==> config.mk <==
export PLATFORM = sky130hd
export DESIGN_NAME = dff_share_arbiter
export DESIGN_NICKNAME = d
export VERILOG_FILES = /design/src/rtl/dff_share_pkg.sv /design/src/rtl/dff_reg.sv /design/src/rtl/dff_share_arbiter.sv
export SDC_FILE = /design/constraint.sdc
export NUM_CORES = 1
export LEC_CHECK = 0
export BUFFER_PORTS_ARGS = -buffer_cell sky130_fd_sc_hd__clkbuf_2
export CORE_MARGIN = 1
export CORE_UTILIZATION = 37
export DETAILED_ROUTE_END_ITERATION = 10
export PLACE_DENSITY = 0.7
export SLEW_MARGIN = 30
export SYNTH_ARGS = -nofsm -noshare
export SYNTH_HDL_FRONTEND = slang
export SYNTH_SLANG_ARGS = --single-unit
==> constraint.sdc <==
create_clock -name clk -period 3.6 [get_ports clk]
set_input_delay 0.54 -clock clk [delete_from_list [all_inputs] [get_ports clk]]
set_output_delay 0.54 -clock clk [all_outputs]
set_load 0.01 [all_outputs]
==> src/rtl/dff_share_pkg.sv <==
// -----------------------------------------------------------------------------
// dff_share_pkg
//   Shared definitions for the shared D-register arbiter:
//     - state_t   : arbiter FSM state encoding (ST_IDLE, ST_WRITE, ST_HOLD)
//     - clog2_min1: ceil(log2(value)), never less than 1, used to size the
//                   owner/pointer and hold counter fields
// -----------------------------------------------------------------------------
package dff_share_pkg;

  typedef enum logic [1:0] {
    ST_IDLE  = 2'd0,
    ST_WRITE = 2'd1,
    ST_HOLD  = 2'd2
  } state_t;

  // A zero-width field is not legal, so small values still get one bit.
  function automatic int clog2_min1(input int value);
    int w;
    w = 0;
    while ((1 << w) < value) begin
      w++;
    end
    return (w < 1) ? 1 : w;
  endfunction

endpackage

==> src/rtl/dff_reg.sv <==
// -----------------------------------------------------------------------------
// dff_reg
//   WIDTH-bit D-register with write enable and true/complement outputs.
//   Ports:
//     clk   in   rising-edge clock
//     rst   in   asynchronous active-high reset, clears the register to 0
//     en_i  in   write enable; d_i is captured on the rising edge when high
//     d_i   in   WIDTH-bit data
//     q_o   out  register contents
//     qb_o  out  bitwise complement of q_o (all ones while in reset)
// -----------------------------------------------------------------------------
module dff_reg #(
  parameter int WIDTH = 8
) (
  input  logic             clk,
  input  logic             rst,
  input  logic             en_i,
  input  logic [WIDTH-1:0] d_i,
  output logic [WIDTH-1:0] q_o,
  output logic [WIDTH-1:0] qb_o
);

  logic [WIDTH-1:0] data_q;

  always_ff @(posedge clk or posedge rst) begin
    if (rst) begin
      data_q <= '0;
    end else if (en_i) begin
      data_q <= d_i;
    end
  end

  // qb is derived from the single stored copy so it can never disagree with q.
  assign q_o  = data_q;
  assign qb_o = ~data_q;

endmodule

==> src/rtl/dff_share_arbiter.sv <==
// -----------------------------------------------------------------------------
// dff_share_arbiter
//   Shares one WIDTH-bit register between N_REQ requesters. A round-robin
//   arbiter grants one requester, performs a single write of its data, holds
//   the grant for HOLD_CYC cycles, then returns to IDLE for at least a cycle.
//   Ports:
//     clk       in   rising-edge clock
//     rst       in   asynchronous active-high reset
//     req       in   per-requester level request
//     wr_data   in   requester i data at [i*WIDTH +: WIDTH]
//     gnt       out  registered one-hot grant (or zero)
//     busy      out  high whenever the FSM is not in IDLE
//     owner     out  index of the current or most recent grantee
//     q / qb    out  shared register contents and its complement
//     wr_count  out  number of completed writes, wraps 255 -> 0
// -----------------------------------------------------------------------------
module dff_share_arbiter
  import dff_share_pkg::*;
#(
  parameter  int N_REQ    = 4,
  parameter  int WIDTH    = 8,
  parameter  int HOLD_CYC = 2,
  localparam int OW       = clog2_min1(N_REQ)
) (
  input  logic                   clk,
  input  logic                   rst,
  input  logic [N_REQ-1:0]       req,
  input  logic [N_REQ*WIDTH-1:0] wr_data,
  output logic [N_REQ-1:0]       gnt,
  output logic                   busy,
  output logic [OW-1:0]          owner,
  output logic [WIDTH-1:0]       q,
  output logic [WIDTH-1:0]       qb,
  output logic [7:0]             wr_count
);

  localparam int CW = clog2_min1(HOLD_CYC + 1);

  state_t           state_q, state_d;
  logic [N_REQ-1:0] gnt_q, gnt_d;
  logic [OW-1:0]    owner_q, owner_d;
  logic [OW-1:0]    ptr_q, ptr_d;
  logic [CW-1:0]    hold_q, hold_d;
  logic [7:0]       cnt_q, cnt_d;

  logic [OW-1:0]    sel;
  logic             sel_valid;
  logic [OW-1:0]    scan_idx;
  logic             wr_en;

  logic [WIDTH-1:0] data_arr [N_REQ];
  logic [WIDTH-1:0] wr_sel_data;

  // Unpack the flat data bus so the write mux is a simple array index.
  generate
    for (genvar gi = 0; gi < N_REQ; gi++) begin : g_unpack
      assign data_arr[gi] = wr_data[gi*WIDTH +: WIDTH];
    end
  endgenerate

  assign wr_sel_data = data_arr[owner_q];

  // Round-robin pick: scan from ptr+1 upward with wrap, first set request wins.
  // Starting just past the last grantee makes it the lowest priority.
  always_comb begin
    sel       = ptr_q;
    sel_valid = 1'b0;
    scan_idx  = '0;
    for (int i = 1; i <= N_REQ; i++) begin
      scan_idx = OW'((int'(ptr_q) + i) % N_REQ);
      if (!sel_valid && req[scan_idx]) begin
        sel       = scan_idx;
        sel_valid = 1'b1;
      end
    end
  end

  always_comb begin
    state_d = state_q;
    gnt_d   = gnt_q;
    owner_d = owner_q;
    ptr_d   = ptr_q;
    hold_d  = hold_q;
    cnt_d   = cnt_q;
    wr_en   = 1'b0;

    case (state_q)
      ST_IDLE: begin
        gnt_d  = '0;
        hold_d = '0;
        if (sel_valid) begin
          state_d = ST_WRITE;
          gnt_d   = {{(N_REQ-1){1'b0}}, 1'b1} << sel;
          owner_d = sel;
          ptr_d   = sel;
        end
      end

      ST_WRITE: begin
        if (req[owner_q]) begin
          wr_en = 1'b1;
          cnt_d = cnt_q + 8'd1;
          if (HOLD_CYC == 0) begin
            state_d = ST_IDLE;
            gnt_d   = '0;
          end else begin
            state_d = ST_HOLD;
            hold_d  = CW'(1);
          end
        end else begin
          // Owner withdrew before the write: abandon it, pointer already moved.
          state_d = ST_IDLE;
          gnt_d   = '0;
        end
      end

      ST_HOLD: begin
        if ((hold_q >= CW'(HOLD_CYC)) || !req[owner_q]) begin
          state_d = ST_IDLE;
          gnt_d   = '0;
          hold_d  = '0;
        end else begin
          hold_d = hold_q + CW'(1);
        end
      end

      default: begin
        state_d = ST_IDLE;
        gnt_d   = '0;
        hold_d  = '0;
      end
    endcase
  end

  always_ff @(posedge clk or posedge rst) begin
    if (rst) begin
      state_q <= ST_IDLE;
      gnt_q   <= '0;
      owner_q <= '0;
      ptr_q   <= OW'(N_REQ - 1);
      hold_q  <= '0;
      cnt_q   <= '0;
    end else begin
      state_q <= state_d;
      gnt_q   <= gnt_d;
      owner_q <= owner_d;
      ptr_q   <= ptr_d;
      hold_q  <= hold_d;
      cnt_q   <= cnt_d;
    end
  end

  dff_reg #(
    .WIDTH (WIDTH)
  ) u_reg (
    .clk  (clk),
    .rst  (rst),
    .en_i (wr_en),
    .d_i  (wr_sel_data),
    .q_o  (q),
    .qb_o (qb)
  );

  assign gnt      = gnt_q;
  assign busy     = (state_q != ST_IDLE);
  assign owner    = owner_q;
  assign wr_count = cnt_q;

endmodule

==> qor.yml, run 1 <==
clock_tree:
  cts_sinks: 28
  clock-root-buffer: "clkbuf_8"
  numCtsBuffers: 3
  cts_hold_buf: 0
  cts_resized: 0
  cts_tree: "yes"
  clock_latency_ns: 0.27
  cts.path.max_buffers: 2
  htree_num_levels: 1
  cts.clk_slew.worst_paths_ns: 0.09
  postCtsSetupRepairBufs: 0
drt:
  drc: 0
  avgViaCountPerCell: 5.08
  drt-pass1-iter-count: 4
  dr_total_vias: 1330
  first_iter_violations: 54
  ant_nets: 0
  wl_per_cell_microns: 13.0
  drt_wl_total_microns: 3400
worst_setup_path:
  crit_slowest_cell: "dfrtp_1"
  crit_arrival_ns: 2.19
  rrSetupSlack_ns: 1.57
  max_stage_delay_ns: 0.69
  crit_required_ns: 3.76
  worst-path-max-fanout: 11
  crit_chain: "mux4_2 -> o21a_2 -> and2_0 -> a41o_1"
  worstSetupPathType: "flip-flop to flip-flop"
  critPathCaptureType: "flip-flop"
  cp-start-kind: "flip-flop"
sta:
  hold_viol: 0
  max_freq_ghz: 0.493
  skew_ns: 0.00349
  setup_viol: 0
  rsz0062_at_grt: "false"
  worst_pin_slew_ns: 0.589
  hold_slack_ns: 0.295
  finalWorstSetupSlack_ns: 1.57
  finalCritPeriodShare: 0.564
  relSlewSlack: 0.603
  tns_ns: 0
  slew_violations: 0
  layout_min_cycle_time_ns: 2.03
die:
  rows: 23
  start_util: 0.393
  die_h_microns: 67.7
  pin_count: 69
  die_w_microns: 67.7
  die-area_sq_mm: 0.00458
  coreArea_sq_mm: 0.00406
place:
  gp_congestion: 0.818
  dp_hpwl_microns: 2720
  dpl_worst_slack_ns: 1.56
  io_buffers: 68
flow_run:
  cap_violations: 0
cells_and_area:
  fin_nets: 256
  layout-drive-gt1-share: 0.387
  syn_to_final_growth_pct: 26.0
  diodes: 0
logic_synthesis:
  ys_top_cells_by_area: "dfrtp_1, mux4_1, nand2_1, o21ai_0, mux4_2"
  netlist_instances: 144
  synthFlopType: "dfrtp_1"
  avgSynthCellArea_sq_um: 11.1
  yosysWarnings: 0
  yosysMostFrequentCell: "dfrtp_1"
  synth_nets: 187
  ys_seq_area_frac: 0.441
  synth_cell_types: 40
  synth-edff-count: 0
  synthArstFlopShare: 1.00
  synth_area_sq_mm: 0.00160
  synthTopCellsByCount: "dfrtp_1, nand2_1, inv_1"
  synth_seq_cells: 28
  yosys.area.top_type: "dfrtp_1"
  synth_top_area_share: 0.408
pwr:
  vdd_drop_max_mv: 0.344
  p_leak_nw: 1.04
  p_per_area_mw_per_mm2: 763
  finalPower_mw: 1.53
global_route:
  grt_start_max_net_pins: 29
  grt_use_total: 0.154
  grt_overflow: 0
  grt_first_pass_wirelength_microns: 5300
  antenna_found_initial: 0
  grt_pass1_vias: 1205
worst_hold_path:
  hp-class: "primary input to async pin"
status:
  status: "finished clean"
per-layer routing:
layer | GRT usage | routed length, microns | vias up
li1 | - | - | 657
met1 | 0.197 | 1510 | 619
met2 | 0.259 | 1630 | 52
met3 | 0.0405 | 238 | 2
met4 | 0.0293 | 15 | 0
met5 | 0 | 0 | -
through the flow:
step / std cells / cell area [sq um] / util
floorplan: 144 / 1600 / -
global placement: 258 / 1970 / 0.484
detailed placement: 258 / 1970 / 0.484
CTS: 262 / 2010 / 0.496
global route: 262 / 2010 / 0.496
finish: 262 / 2010 / 0.496
path summary, 6_finish.rpt:
check                      cells after the start            to         from
hold / removal                                 2  u_reg.q_o[0]          rst
hold reg to reg                                1   wr_count[7]  wr_count[7]
max in group asynchronous                      2      ptr_q[0]          rst
min in group clk                               1   wr_count[7]  wr_count[7]
setup / recovery                               4        gnt[0]     owner[0]
setup reg to reg                               4        gnt[0]     owner[0]
layout make-up:
class | count | area, sq um
fillers | 375 | 2050
inverters | 16 | 60.1
multi-input cells | 96 | 800
well taps | 50 | 62.6
repair buffers | 68 | 340
flip-flops and latches | 28 | 703
clock buffers | 4 | 45.0
critical path, delay by kind of cell (launching register included):
kind	cells	cell delay, ns
flops	1	0.69
mux	1	0.66
compound gates	2	0.41
simple gates	1	0.17
flip-flops by register name, indices dropped and copies added (netlist names):
| register | count |
|---|---|
| gnt | 4 |
| hold_q | 2 |
| owner | 2 |
| ptr_q | 2 |
| state_q | 2 |
| u_reg.q_o | 8 |
| wr_count | 8 |
layout by cell type, fill, tap and decap left out, types with 2 or more instances in the layout:
cell type  Yosys  routed
clkbuf_2       1      68
dfrtp_1       26      26
nand2_1       21      21
inv_1         16      15
o21ai_0       14      14
xnor2_1        7       7
mux4_1         6       6
ha_1           5       5
mux4_2         3       3
and3_1         3       3
nand3_1        3       3
nand2b_1       3       3
a21oi_1        3       3
clkbuf_8       0       3
nor2_1         2       2
and2_0         2       2
a41o_1         2       2
o41ai_1        2       2
dfstp_2        2       2
power by group:
part / leakage [nW] / switching (mW) / internal [mW]
Sequential: 0.355 / 0.151 / 0.449
Clock: 0.0228 / 0.0924 / 0.0793
Combinational: 0.658 / 0.400 / 0.363
Total: 1.04 / 0.643 / 0.891
cell families (layout without fill, tap and decap cells):
family | after synthesis | in the layout | synth area share
AND/OR/NAND/NOR | 43 | 43 | 0.138
buffers and inverters | 20 | 88 | 0.0580
flip-flops | 28 | 28 | 0.441
AO/OA/AOI/OAI | 30 | 30 | 0.131
adder cells (fa/ha/maj) | 5 | 5 | 0.0392
XOR/XNOR | 7 | 7 | 0.0384
multiplexers | 11 | 11 | 0.155
No activity file was read; power rests on OpenSTA's default activity.
==> run 2: changes to the inputs <==
- PLACE_DENSITY: 0.7 -> 0.72
- clock period: 3.6 -> 1.74 ns (I/O delays scaled with it)
==> run 2 against run 1 <==
Against the previous run:
- cell area up 3.5%
- global-route usage up 1.2 points
- worst hold slack worse by 0.28 ns
- sequential cell count unchanged
- via count up 2.0%
- cell count up 1.9%
- count of clock-buffer cells in the layout down 1
- die area unchanged
==> qor.yml, run 2 (synthesis gave the netlist of run 1 again) <==
drt:
  ant_nets: 0
  avgViaCountPerCell: 5.08
  drc: 0
  dr_total_vias: 1357
  first_iter_violations: 78
  drt-pass1-iter-count: 4
  wl_per_cell_microns: 13.6
  drt_wl_total_microns: 3630
worst_setup_path:
  worst-path-max-fanout: 9
  r2r-end: "gnt[2]"
  cp-startpoint: "owner[0]"
  reg2reg_from: "owner[0]"
  rrSetupSlack_ns: 0.13
  crit_arrival_ns: 1.77
  setup.worst_path.end: "gnt[2]"
  crit_required_ns: 1.90
  r2r_cells: 3
  worstSetupPathType: "flip-flop to flip-flop"
  critPathCaptureType: "flip-flop"
  cp-start-kind: "flip-flop"
die:
  die_h_microns: 67.7
  pin_count: 69
  die_w_microns: 67.7
  start_util: 0.393
  rows: 23
  die-area_sq_mm: 0.00458
  coreArea_sq_mm: 0.00406
global_route:
  grt_first_pass_wirelength_microns: 5720
  grt_pass1_vias: 1244
  antenna_found_initial: 0
  grt_start_max_net_pins: 29
  grt_overflow: 0
  grt_use_total: 0.166
sta:
  relSlewSlack: 0.695
  hold_viol: 0
  max_freq_ghz: 0.622
  finalCritPeriodShare: 0.924
  skew_ns: 0.00473
  worst_pin_slew_ns: 0.453
  tns_ns: 0
  rsz0062_at_grt: "false"
  layout_min_cycle_time_ns: 1.61
  finalWorstSetupSlack_ns: 0.132
  slew_violations: 0
  setup_viol: 0
clock_tree:
  cts_hold_buf: 0
  cts_sinks: 28
  cts.clk_slew.worst_paths_ns: 0.10
  clock_latency_ns: 0.28
  postCtsSetupRepairBufs: 0
  cts_tree: "yes"
  cts.path.max_buffers: 2
  cts_resized: 0
  clock-root-buffer: "clkbuf_8"
  htree_num_levels: 1
  numCtsBuffers: 3
pwr:
  vdd_drop_max_mv: 1.02
  p_leak_nw: 1.08
  p_per_area_mw_per_mm2: 1640
cells_and_area:
  seqCellArea_sq_um: 703
  fill_cells: 359
  multi_input_area_sq_um: 806
  final_common_cell: "clkbuf_2"
  diodes: 0
  final_util: 0.513
  fin_nets: 261
  syn_to_final_growth_pct: 30.4
  layout-drive-gt1-share: 0.401
  final_cell_mix: "clkbuf_2, dfrtp_1, nand2_1"
  final_cells: 267
flow_run:
  cap_violations: 0
place:
  dpl_worst_slack_ns: 0.0788
  dp_hpwl_microns: 2810
  io_buffers: 68
  gp_congestion: 0.769
  dpl.cell_count: 263
worst_hold_path:
  hp-class: "primary input to async pin"
status:
  status: "finished clean"
run 2: changes by cell type in the layout (fill, tap and decap cells not counted):
cell / before / now
inv_2: 1 / 0
o21a_2: 1 / 0
inv_1: 15 / 16
clkbuf_1: 1 / 0
o21a_4: 0 / 1
bufinv_16: 0 / 1
buf_4: 0 / 5
run 2: worst max-delay path: stages (launching register included):
cell	delay, ns
dfrtp_1	0.38
mux4_2	0.60
o21a_4	0.18
o41ai_1	0.33
run 2: cell type report:
type | count | share of cell area
clock buffers | 3 | 0.0198
multi-input cells | 96 | 0.387
flip-flops and latches | 28 | 0.338
repair buffers | 73 | 0.182
well taps | 50 | 0.0301
clock inverters | 1 | 0.0144
inverters | 16 | 0.0289
run 2: worst min path at each step:
stage | to | slack (ns)
after floorplan | gnt[0] | 0.32
after global placement | wr_count[3] | 0.33
after detailed placement | u_reg.q_o[2] | 0.33
after CTS | wr_count[4] | 0.02
after global routing | u_reg.q_o[1] | 0.06
final | u_reg.q_o[1] | 0.02
run 2: layer usage:
| layer | part of all wire | GRT usage |
|---|---|---|
| met5 | 0 | 0 |
| met4 | 0.0019 | 0.0239 |
| met3 | 0.075 | 0.0541 |
| met2 | 0.48 | 0.269 |
| met1 | 0.44 | 0.218 |
run 2: power by group:
| part | total [mW] | internal (mW) | switching, mW |
|---|---|---|---|
| combinational | 1.74 | 0.816 | 0.925 |
| sequential | 1.15 | 0.929 | 0.221 |
| clock | 0.517 | 0.308 | 0.209 |
run 2: through the flow:
| step | power [mW] | hold slack (ns) | instance area, sq um |
|---|---|---|---|
| after floorplan | 2.33 | 0.325 | 1600 |
| after global placement | 2.87 | 0.328 | 2010 |
| after detailed placement | 2.92 | 0.334 | 2010 |
| after CTS | 3.45 | 0.0237 | 2080 |
| after global routing | 3.71 | 0.0577 | 2080 |
| final | 3.41 | 0.0151 | 2080 |
